`config.mk`:
```
export PLATFORM = sky130hd
export DESIGN_NAME = instr_sequencer
export DESIGN_NICKNAME = d
export VERILOG_FILES = /design/src/rtl/instr_sequencer.sv
export SDC_FILE = /design/constraint.sdc
export NUM_CORES = 1
export LEC_CHECK = 0
export ABC_AREA = 1
export CAP_MARGIN = 40
export CORE_MARGIN = 2
export CORE_UTILIZATION = 45
export DETAILED_ROUTE_END_ITERATION = 7
export PLACE_DENSITY = 0.82
export SETUP_SLACK_MARGIN = 0.1
export SLEW_MARGIN = 40
export SYNTH_ARGS = -nofsm -noshare
export SYNTH_HDL_FRONTEND = slang
export SYNTH_SLANG_ARGS = --single-unit
export TNS_END_PERCENT = 1
```
`constraint.sdc`:
```
create_clock -name CLK -period 1.6 [get_ports CLK]
set_clock_uncertainty 0.1 [all_clocks]
set_input_delay 0.32 -clock CLK [delete_from_list [all_inputs] [get_ports CLK]]
set_output_delay 0.32 -clock CLK [all_outputs]
set_load 0.03 [all_outputs]
```
`src/rtl/instr_sequencer.sv`:
```
// instr_sequencer: multi-cycle control FSM for the small CPU.
// Sequences fetch, decode, data load, writeback and the single qualified PC update.
module instr_sequencer #(
    parameter int ACK_TIMEOUT = 15,
    parameter int TMO_W = 4
) (
    input  logic       CLK,
    input  logic       RST,
    input  logic       RUN,
    input  logic [9:0] INSTR,
    input  logic       IM_ACK,
    input  logic       DM_ACK,
    output logic       IM_REQ,
    output logic       DM_REQ,
    output logic       RF_WE,
    output logic       PC_EN,
    output logic       PL,
    output logic       JB,
    output logic       BC,
    output logic [1:0] LADDR,
    output logic [1:0] RADDR,
    output logic [2:0] STATE,
    output logic       HALTED,
    output logic       FAULT,
    output logic       ILLEGAL
);
    typedef enum logic [2:0] {
        S_IDLE, S_FETCH, S_DECODE, S_MEM, S_WB, S_EXEC, S_HALT, S_FAULT
    } state_t;
    localparam logic [3:0] OP_ALU = 4'h1, OP_LOAD = 4'h2, OP_JMP = 4'h3;
    localparam logic [3:0] OP_BRZ = 4'h4, OP_BRN = 4'h5, OP_HALT = 4'hF;
    localparam logic [TMO_W-1:0] TMO_LAST = TMO_W'(ACK_TIMEOUT - 1);
    state_t state, nxt;
    logic [9:0] ir;
    logic [TMO_W-1:0] cnt;
    logic [3:0] op;
    logic timed_out;
    assign op = ir[9:6];
    assign timed_out = cnt == TMO_LAST;
    assign STATE = state;
    assign LADDR = ir[3:2];
    assign RADDR = ir[1:0];
    always_comb begin
        nxt = state;
        case (state)
            S_IDLE:   nxt = RUN ? S_FETCH : S_IDLE;
            S_FETCH:  nxt = IM_ACK ? S_DECODE : timed_out ? S_FAULT : S_FETCH;
            S_DECODE: nxt = op == OP_HALT ? S_HALT : op == OP_ALU ? S_WB : op == OP_LOAD ? S_MEM : S_EXEC;
            S_MEM:    nxt = DM_ACK ? S_WB : timed_out ? S_FAULT : S_MEM;
            S_WB:     nxt = S_EXEC;
            S_EXEC:   nxt = RUN ? S_FETCH : S_IDLE;
            default:  nxt = state;
        endcase
    end
    // Outputs are registered from the next state so they are pure Moore signals.
    always_ff @(posedge CLK or posedge RST) begin
        if (RST) begin
            state <= S_IDLE;
            ir <= '0;
            cnt <= '0;
            ILLEGAL <= 1'b0;
            {IM_REQ, DM_REQ, RF_WE, PC_EN, PL, JB, BC, HALTED, FAULT} <= '0;
        end else begin
            state <= nxt;
            if (state == S_FETCH && IM_ACK) ir <= INSTR;
            cnt <= (state == nxt && (state == S_FETCH || state == S_MEM)) ? cnt + 1'b1 : '0;
            if (state == S_DECODE && op > OP_BRN && op != OP_HALT) ILLEGAL <= 1'b1;
            IM_REQ <= nxt == S_FETCH;
            DM_REQ <= nxt == S_MEM;
            RF_WE <= nxt == S_WB;
            PC_EN <= nxt == S_EXEC;
            PL <= nxt == S_EXEC && (op == OP_JMP || op == OP_BRZ || op == OP_BRN);
            JB <= nxt == S_EXEC && op == OP_JMP;
            BC <= nxt == S_EXEC && op == OP_BRN;
            HALTED <= nxt == S_HALT || nxt == S_FAULT;
            FAULT <= nxt == S_FAULT;
        end
    end
endmodule

```
# Word-level counts from Yosys, hierarchy flattened
# Index checks and enable logic that the tools add are counted.
# W data, S select, Z words.
classes:
  addsub: 1
  order_cmp: 1
  n_eq_ne: 20
  mux: 10
  reduce_logical: 13
ops:
  columns: ["cell", "count"]
  rows:
  - ["$mux W3", 7]
  - ["$eq A3 B3 Y1 const B", 6]
  - ["$pmux W3 S5", 1]
  - ["$eq A3 B2 Y1 const B", 3]
  - ["$eq A4 B2 Y1 const B", 2]
  - ["$eq A4 B3 Y1 const B", 2]
  - ["$eq A4 B4 Y1 const B", 2]
  - ["$logic_and A1 B1 Y1", 7]
  - ["$eq A3 B1 Y1 const B", 2]
  - ["$add A4 B1 Y4 const B", 1]
  - ["$eq A4 B1 Y1 const B", 1]
  - ["$gt A4 B3 Y1 const B", 1]
  - ["$logic_or A1 B1 Y1", 4]
  - ["$mux W4", 1]
  - ["$ne A4 B4 Y1 const B", 1]
  - ["$eq A3 B3 Y1", 1]
  - ["$logic_not A3 Y1", 1]
  - ["$reduce_or A2 Y1", 1]
  - ["$mux W1", 1]
totals:
  register_bits: 27
  input_bits: 15
  output_inout_bits: 17
  word_cells: 58

# Depth between registers and ports, before layout
depth:
  word_depth: 8
  mapped_depth: 9
  mapped_depth_nobuf: 9

# Worst setup path after synthesis
# Ideal clock, no wire load.
synth_timing:
  path_type: "register -> register"
  start: "register state[0] (netlist: STATE[0])"
  end: "register JB"
  setup_time_ns: 0.119
  arrival_ns: 1.386
  setup_slack_ns: -0.005
  path_stages_with_launch: 8
  path_buffers: 0
  period_less_slack_ns: 1.605
  cell_sequence: "dfrtp_1 inv_1 o21ai_0 nand3_2 nor2_8 nor2_4 nand2_2 nor2_1"
synth_via:
  elab_chain_len: 5
  elab_cells_between_ends: 10
  cone_classes: "eq/ne: 6; mux: 1; reduce/logical: 3"
synth_lines:
  columns: ["element", "line", "text"]
  rows:
  - ["start: declaration", "33", "state_t state, nxt;"]
  - ["start signal: assignment", "64", "state <= nxt;"]
  - ["$eq A3 B3 Y1 or $logic_not A3 Y1 (tied branches)", "45", "case (state)"]
  - ["$reduce_or A2 Y1 (no line)", null, null]
  - ["$pmux W3 S5 (*)", "45", null]
  - ["$eq A3 B3 Y1 (*)", "73", "JB <= nxt == S_EXEC && op == OP_JMP;"]
  - ["$logic_and A1 B1 Y1 (*)", "73", null]
  - ["end signal: assignment", "62", "{IM_REQ, DM_REQ, RF_WE, PC_EN, PL, JB, BC, HALTED, FAULT} <= '0;"]
  - ["end signal: assignment", "73", null]
  - ["end: declaration", "18", "output logic JB,"]
# Every way passes the cells marked *; elsewhere a longest branch is shown, timed or not.
# A chain may end at the register's enable or synchronous reset.

# Worst setup path after layout
layout_timing:
  start: "register state[2] (netlist: STATE[2])"
  end: "output STATE[2]"
layout_rtl:
  columns: ["element", "line", "text"]
  rows:
  - ["end: declaration", "22", "output logic [2:0] STATE,"]
# No word-level cell between the ends.

==> results.cfg <==
[run_status]
status = complete, no violations

[clock_tree]
cts_tree = yes
cts_buffer_depth = 2
htree_levels = 1
cts_made_buffers = 3
clock-sinks = 25
cts-root-buf = clkbuf_4
worstSkewPairLatency_ns = 0.32
clk_pin_slew_ns = 0.13

[routing]
drc = 0
dr.pass1.iters = 4
drt_iter0_drc = 11
vias_per_cell = 5.07
wl_um = 2500
antenna_left = 0
vias = 932
wl_per_cell_um = 13.6

[synth]
ys.flop_type = dfrtp_1
synth_top_area_cell = dfrtp_1
synth-edff-count = 0
synthesis.nets = 134
synth_cell_type_count = 29
syn-cell-area_um2 = 1250
synth_top_area_share_pct = 50.0
ys_seq_area_share_pct = 50.0
synth_common_cells = 25 x dfrtp_1, 13 x inv_1, 10 x nor2_1
yosysMostFrequentCell = dfrtp_1
ys_ff_latch = 25
async_flop_share_pct = 100
yosysWarnings = 0
ys_top_cells_by_area = dfrtp_1 50%, mux2_2 4.5%, nor3_2 4.0%
synth_cells = 117
syn_avg_cell_area_um2 = 10.7

[setup_path]
r2r-end = PC_EN
cp.arrival_ns = 1.12
crit_path_frequent_cell = buf_4
startpoint = STATE[2]
r2r_slack_ns = 0.06
crit_slowest_cell = dfrtp_2
reg2reg_from = STATE[1]
required_ns = 1.18
reg2reg_depth = 8
worst-path-max-fanout = 6
max_stage_delay_ns = 0.48
cp_cell_sequence = buf_4 -> buf_4
critPathKind = register to output pin
endpoint = STATE[2]
setup.worst_path.end_class = output pin
start_kind = register

[cells_and_area]
fin_nets = 171
drive_gt1_share_pct = 47.7
final_cells = 184
area.growth.synth_to_final_pct = 34.4
n_antenna_cell = 0

[timing]
period_share_pct = 96.5
finalSetupViolations = 0
maxSlewHeadroom_pct = 76.9
fin_crit_ns = 1.54
hold_viol_final = 0
grt_setup_unrepaired = true
layout_setup_ws_ns = 0.0561
fin_tns_setup_ns = 0
whs_ns = 0.226
drv_slew = 0
max_freq_ghz = 0.648
tightest_slew_ns = 0.343

[placed_design]
globalplace.congestion = 0.824
port_buffers = 29
dp_hpwl_um = 1840
place_inst = 175
dp_slack_ns = -0.145

[grt]
antenna_found_initial = 0
gr-usage-met2_pct = 30.9
grt_max_degree = 26
busiest_layer = met2
grt_pass1_vias = 978
grt-ovfl-total = 0
gr-usage-met3_pct = 4.84
grt_pass1_wl_um = 4200
grt_usage_pct = 16.6
grt_use_met1_pct = 19.4

[floorplan]
dieArea_um2 = 3220
io_pins = 32
coreArea_um2 = 2690
die_w_um = 56.7
dieHeight_um = 56.7
start_util_pct = 46.6
rows = 19

[pwr]
ir_worst_vdd_uv = 711
p_per_area_nw_per_um2 = 572
p_leak_uw = 0.000764

[worst_hold_path]
min_path_type = input port to async pin

[run]
maxCapViolCount = 0
## sequential cells by signal, summed over array words and instances (netlist names)
signal,cells
ILLEGAL,1
JB,1
IM_REQ,1
PC_EN,1
RF_WE,1
cnt,4
FAULT,1
DM_REQ,1
HALTED,1
STATE,3
ir,8
PL,1
BC,1
## what timing repair did
item / CTS / global route
pin swaps: 10 / 10
gates resized for setup: 31 / 28
hold buffers: 0 / 0
endpoints found under the setup margin: 25 / 27
setup buffers: 0 / 5
## report_power, final
| part | total [µW] | switching [µW] | leakage, µW | internal [µW] |
|---|---|---|---|---|
| registers | 632 | 0 | 0.000316 | 632 |
| logic | 49.4 | 19.8 | 0.000434 | 29.5 |
| clock network | 281 | 186 | 0.0000139 | 95.5 |
## worst min path at each step
stage	end	slack, ns
5_1_grt	ir[1]	0.27
2_1_floorplan	BC	0.25
3_3_place_gp	ILLEGAL	0.36
6_report	ir[1]	0.23
3_5_place_dp	ILLEGAL	0.37
4_1_cts	ir[2]	0.23
## layout make-up
| cell class | instances | area (µm²) |
|---|---|---|
| inverter | 14 | 52.6 |
| clock inverter | 1 | 7.51 |
| timing repair buffer | 38 | 319 |
| tap | 31 | 38.8 |
| multi-input combinational | 72 | 612 |
| clock buffer | 3 | 22.5 |
| sequential | 25 | 629 |
| fill | 225 | 1000 |
## critical path, delay by kind of cell (launching register included)
kind / cells / cell delay, ns
buffers and inverters: 2 / 0.32
flip-flops: 1 / 0.48
## layer usage
layer / vias up / share of wire [%]
met2: 19 / 58
met3: 2 / 4.4
met4: 0 / 0.40
met1: 465 / 37
met5: - / 0
li1: 446 / -
## cells by family (layout without fill, tap and decap cells)
| kind of cell | after synthesis | after routing | share of synthesized area (%) |
|---|---|---|---|
| multiplexers | 5 | 5 | 4.50 |
| buffers and inverters | 20 | 56 | 8.10 |
| AND/OR/NAND/NOR | 53 | 53 | 28.5 |
| flip-flops | 25 | 25 | 50.0 |
| AO/OA/AOI/OAI | 10 | 10 | 5.50 |
| adder cells (fa/ha/maj) | 2 | 2 | 2.00 |
| XOR/XNOR | 2 | 2 | 1.40 |
## placed cells by master (no fill, tap or decap), types with 5 or more instances in the layout
master / count
dfrtp_1: 22
clkdlybuf4s50_1: 12
inv_1: 11
buf_4: 11
nand2_2: 8
nor2_1: 7
clkbuf_2: 6
nor2_4: 5
mux2_2: 5
nand2_1: 5
clkdlybuf4s15_1: 5
## stage by stage
stage	instance area, µm²	total power (µW)	utilization, %
finish	1680	962	62.6
global route	1680	997	62.6
CTS	1610	974	59.9
detailed placement	1570	694	58.4
global placement	1570	692	58.4
floorplan	1270	656	-
No activity file was read; power rests on OpenSTA's default activity.
==> patch: new RTL, config.mk and constraints unchanged <==
Register the output `FAULT` once more, cleared by the reset; this adds one clock of latency there. The other outputs are not delayed to match.
--- a/src/rtl/instr_sequencer.sv
+++ b/src/rtl/instr_sequencer.sv
@@ -32,2 +32,4 @@
     localparam logic [TMO_W-1:0] TMO_LAST = TMO_W'(ACK_TIMEOUT - 1);
+
+    logic FAULT_s0;
     state_t state, nxt;
@@ -61,3 +63,3 @@
             ILLEGAL <= 1'b0;
-            {IM_REQ, DM_REQ, RF_WE, PC_EN, PL, JB, BC, HALTED, FAULT} <= '0;
+            {IM_REQ, DM_REQ, RF_WE, PC_EN, PL, JB, BC, HALTED, FAULT_s0} <= '0;
         end else begin
@@ -75,5 +77,13 @@
             HALTED <= nxt == S_HALT || nxt == S_FAULT;
-            FAULT <= nxt == S_FAULT;
+            FAULT_s0 <= nxt == S_FAULT;
         end
     end
+    always_ff @(posedge CLK or posedge RST) begin
+        if (RST) begin
+            FAULT <= '0;
+        end else begin
+            FAULT <= FAULT_s0;
+        end
+    end
+
 endmodule
Function: no difference found for any inputs over 10 cycles, from zero or initial values and one cycle with RST high; that may be too few to reach the edited logic, so the function may still have changed.
==> patch against the unedited design <==
  * Cell area about the same
  * Worst setup slack got worse by 48 ps
  * Sequential cell count up 1
  * Die area is 0.18% higher
  * First-iteration DRC count up 36%
  * Total power rose by 20%
  * Area after synthesis is 0.20% higher
  * Sequential power rose by 4.0%
  * Sequential share of layout area increased by 1.5 points
  * Clock power up 60%
  * Via count is 1.6% lower
  * Routed wire length grew 3.1%
  * Highest routed layer unchanged
==> patch: results (changes against the unedited design) <==
Run status
  • Outcome: complete, no violations

Worst setup path
  • Register-to-Register Path Depth: 9 (+1)
  • WP data arrival: 1170 ps (+50 ps)
  • CP peak stage delay: 520 ps (+40 ps)
  • Worst r2r src: STATE[2]$_DFF_PP0_
  • Worst R2R End: cnt[3]$_DFF_PP0_
  • CP Max Fanout: 9 (+3)
  • CP max-delay cell: dfrtp_2
  • CP delay by family, top: flip-flops

GRT
  • Tot GR Track Use: 17.2% (+0.60 points)
  • Vias in the first global route: 995 (+1.7%)
  • Routing usage on met2: 32.1% (+1.2 points)
  • Met3 GRT Util: 5.53% (+0.69 points)
  • First-pass GRT wire length: 4.31 mm (+2.8%)
  • Met1 usage: 19.1% (-0.38 points)
  • Largest net degree at the start of global routing: 16 (-38%)

Synth
  • Post-synthesis cell type count: 26 (-10%)
  • Mapped Nets: 136 (+1.5%)
  • Synth warn: 0 (unchanged)
  • Synth top area cells: dfrtp_1 (52%), mux2_2 (5.4%), nor2_1 (3.9%)
  • Post-synth ARST share: 100% (unchanged)
  • Seq/Total Area, Yosys: 51.9% (+1.9 points)
  • Most frequent cells after synthesis: dfrtp_1 (26), nor2_1 (13), inv_1 (12), nand2_1 (11)

CTS
  • Inserted Clock Buffers: 3 (unchanged)
  • Skew-Pair Late Insertion Delay: 320 ps (about the same)
  • Clock slew at reported path FFs: 140 ps
  • CTS H-tree lvls: 1 (unchanged)
  • CTS Buffer Depth: 2 (unchanged)

Final layout
  • Biggest register: ir
  • Layout Nets: 176 (+2.9%)
  • # fillers: 233 (+3.6%)
  • Share of layout cells above drive strength 1: 45.6% (-2.1 points)

Pwr
  • Leakage: 0.812 nW (+6.3%)
  • PnR Total Power: 1.16 mW (+20%)
  • VDD IR max: 0.685 mV (-3.6%)

Placed design
  • Placed instance area: 0.00161 mm² (+2.6%)
  • Routability cong.: 0.739 (-10%)
  • Dpl hpwl: 1.94 mm (+5.6%)
  • Port Buffers: 29 (unchanged)

Drt
  • DR vias: 917 (-1.6%)
  • Initial DRC count: 15 (+4)
  • Drt total wl: 2.57 mm (+3.1%)
  • Pre-antenna DRT Iters: 3 (-1)

Timing
  • Worst relative slew slack: 76.5% (-0.37 points)
  • Final Hold Slack: 175 ps (-51.0 ps)
## patch: cell types whose count changed in the layout (fill, tap and decap cells not counted), moves of 2 or more
cell             delta
nand2_1             +5
clkbuf_2            +6
clkdlybuf4s15_1     -5
o21ai_0             +2
nand2_2             -3
buf_4               +2
nor2_1              +4
o21ai_1             -2
## patch: area by class of cell
class,count,area share (%)
clock buffer,3,1.34
clock inverter,1,1.78
inverter,13,2.90
multi-input combinational,75,34.3
sequential,26,38.9
tap,31,2.30
timing repair buffer,40,18.5
## patch: per-stage QoR
stage	TNS [ps]	std cells	util, %	setup slack [ps]
floorplan	0	119	-	77.3
global placement	-1530	181	59.4	-116
detailed placement	-1970	181	59.4	-145
CTS	0	185	60.9	39.9
global route	-434	189	62.1	-63.2
finish	0	189	62.1	7.66
## patch: timing repair
action | CTS | global route
hold buffers | 0 | 0
endpoints found under the setup margin | 26 | 36
resized for setup | 29 | 31
buffers inserted | 0 | 4
pin swaps | 0 | 5
## patch: cells by family (layout without fill, tap and decap cells)
family	count (synthesis)	after routing	synth area share [%]
compound gates	9	9	4.99
fa+ha+maj	2	2	2.00
simple gates	56	56	27.4
xor+xnor	2	2	1.40
mux	6	6	5.39
flops	26	26	51.9
buf+inv	18	57	6.89
## patch: how the worst max path moves through the flow
stage | startpoint | end | slack [ps]
finish | STATE[1]$_DFF_PP0_ | STATE[1] | 8
global route | STATE[2]$_DFF_PP0_ | cnt[3]$_DFF_PP0_ | -60
CTS | STATE[2]$_DFF_PP0_ | cnt[3]$_DFF_PP0_ | 40
detailed placement | DM_ACK | DM_REQ$_DFF_PP0_ | -140
global placement | IM_ACK | JB$_DFF_PP0_ | -120
floorplan | STATE[1]$_DFF_PP0_ | cnt[2]$_DFF_PP0_ | 80
## patch: per-layer routing
| layer | wire, µm | vias up |
|---|---|---|
| met2 | 1430 | 15 |
| met3 | 107 | 2 |
| met1 | 1030 | 442 |
| met5 | 0 | - |
| met4 | 12 | 0 |
| li1 | - | 458 |
## patch: power by group
group / leakage [nW] / internal [mW] / switching [mW]
Sequential: 0.335 / 0.657 / 0
Combinational: 0.449 / 0.0310 / 0.0203
Clock: 0.0279 / 0.254 / 0.197
Total: 0.812 / 0.942 / 0.217
## patch: worst register-to-register path, cell delays in order, from the launching register on
cell,delay [ps]
dfrtp_2,520
inv_2,100
nand2_2,60
nor2_4,150
nand3_2,90
nand3_2,80
nand2_2,60
nand2_4,120
nand2_8,90
nor3_4,120
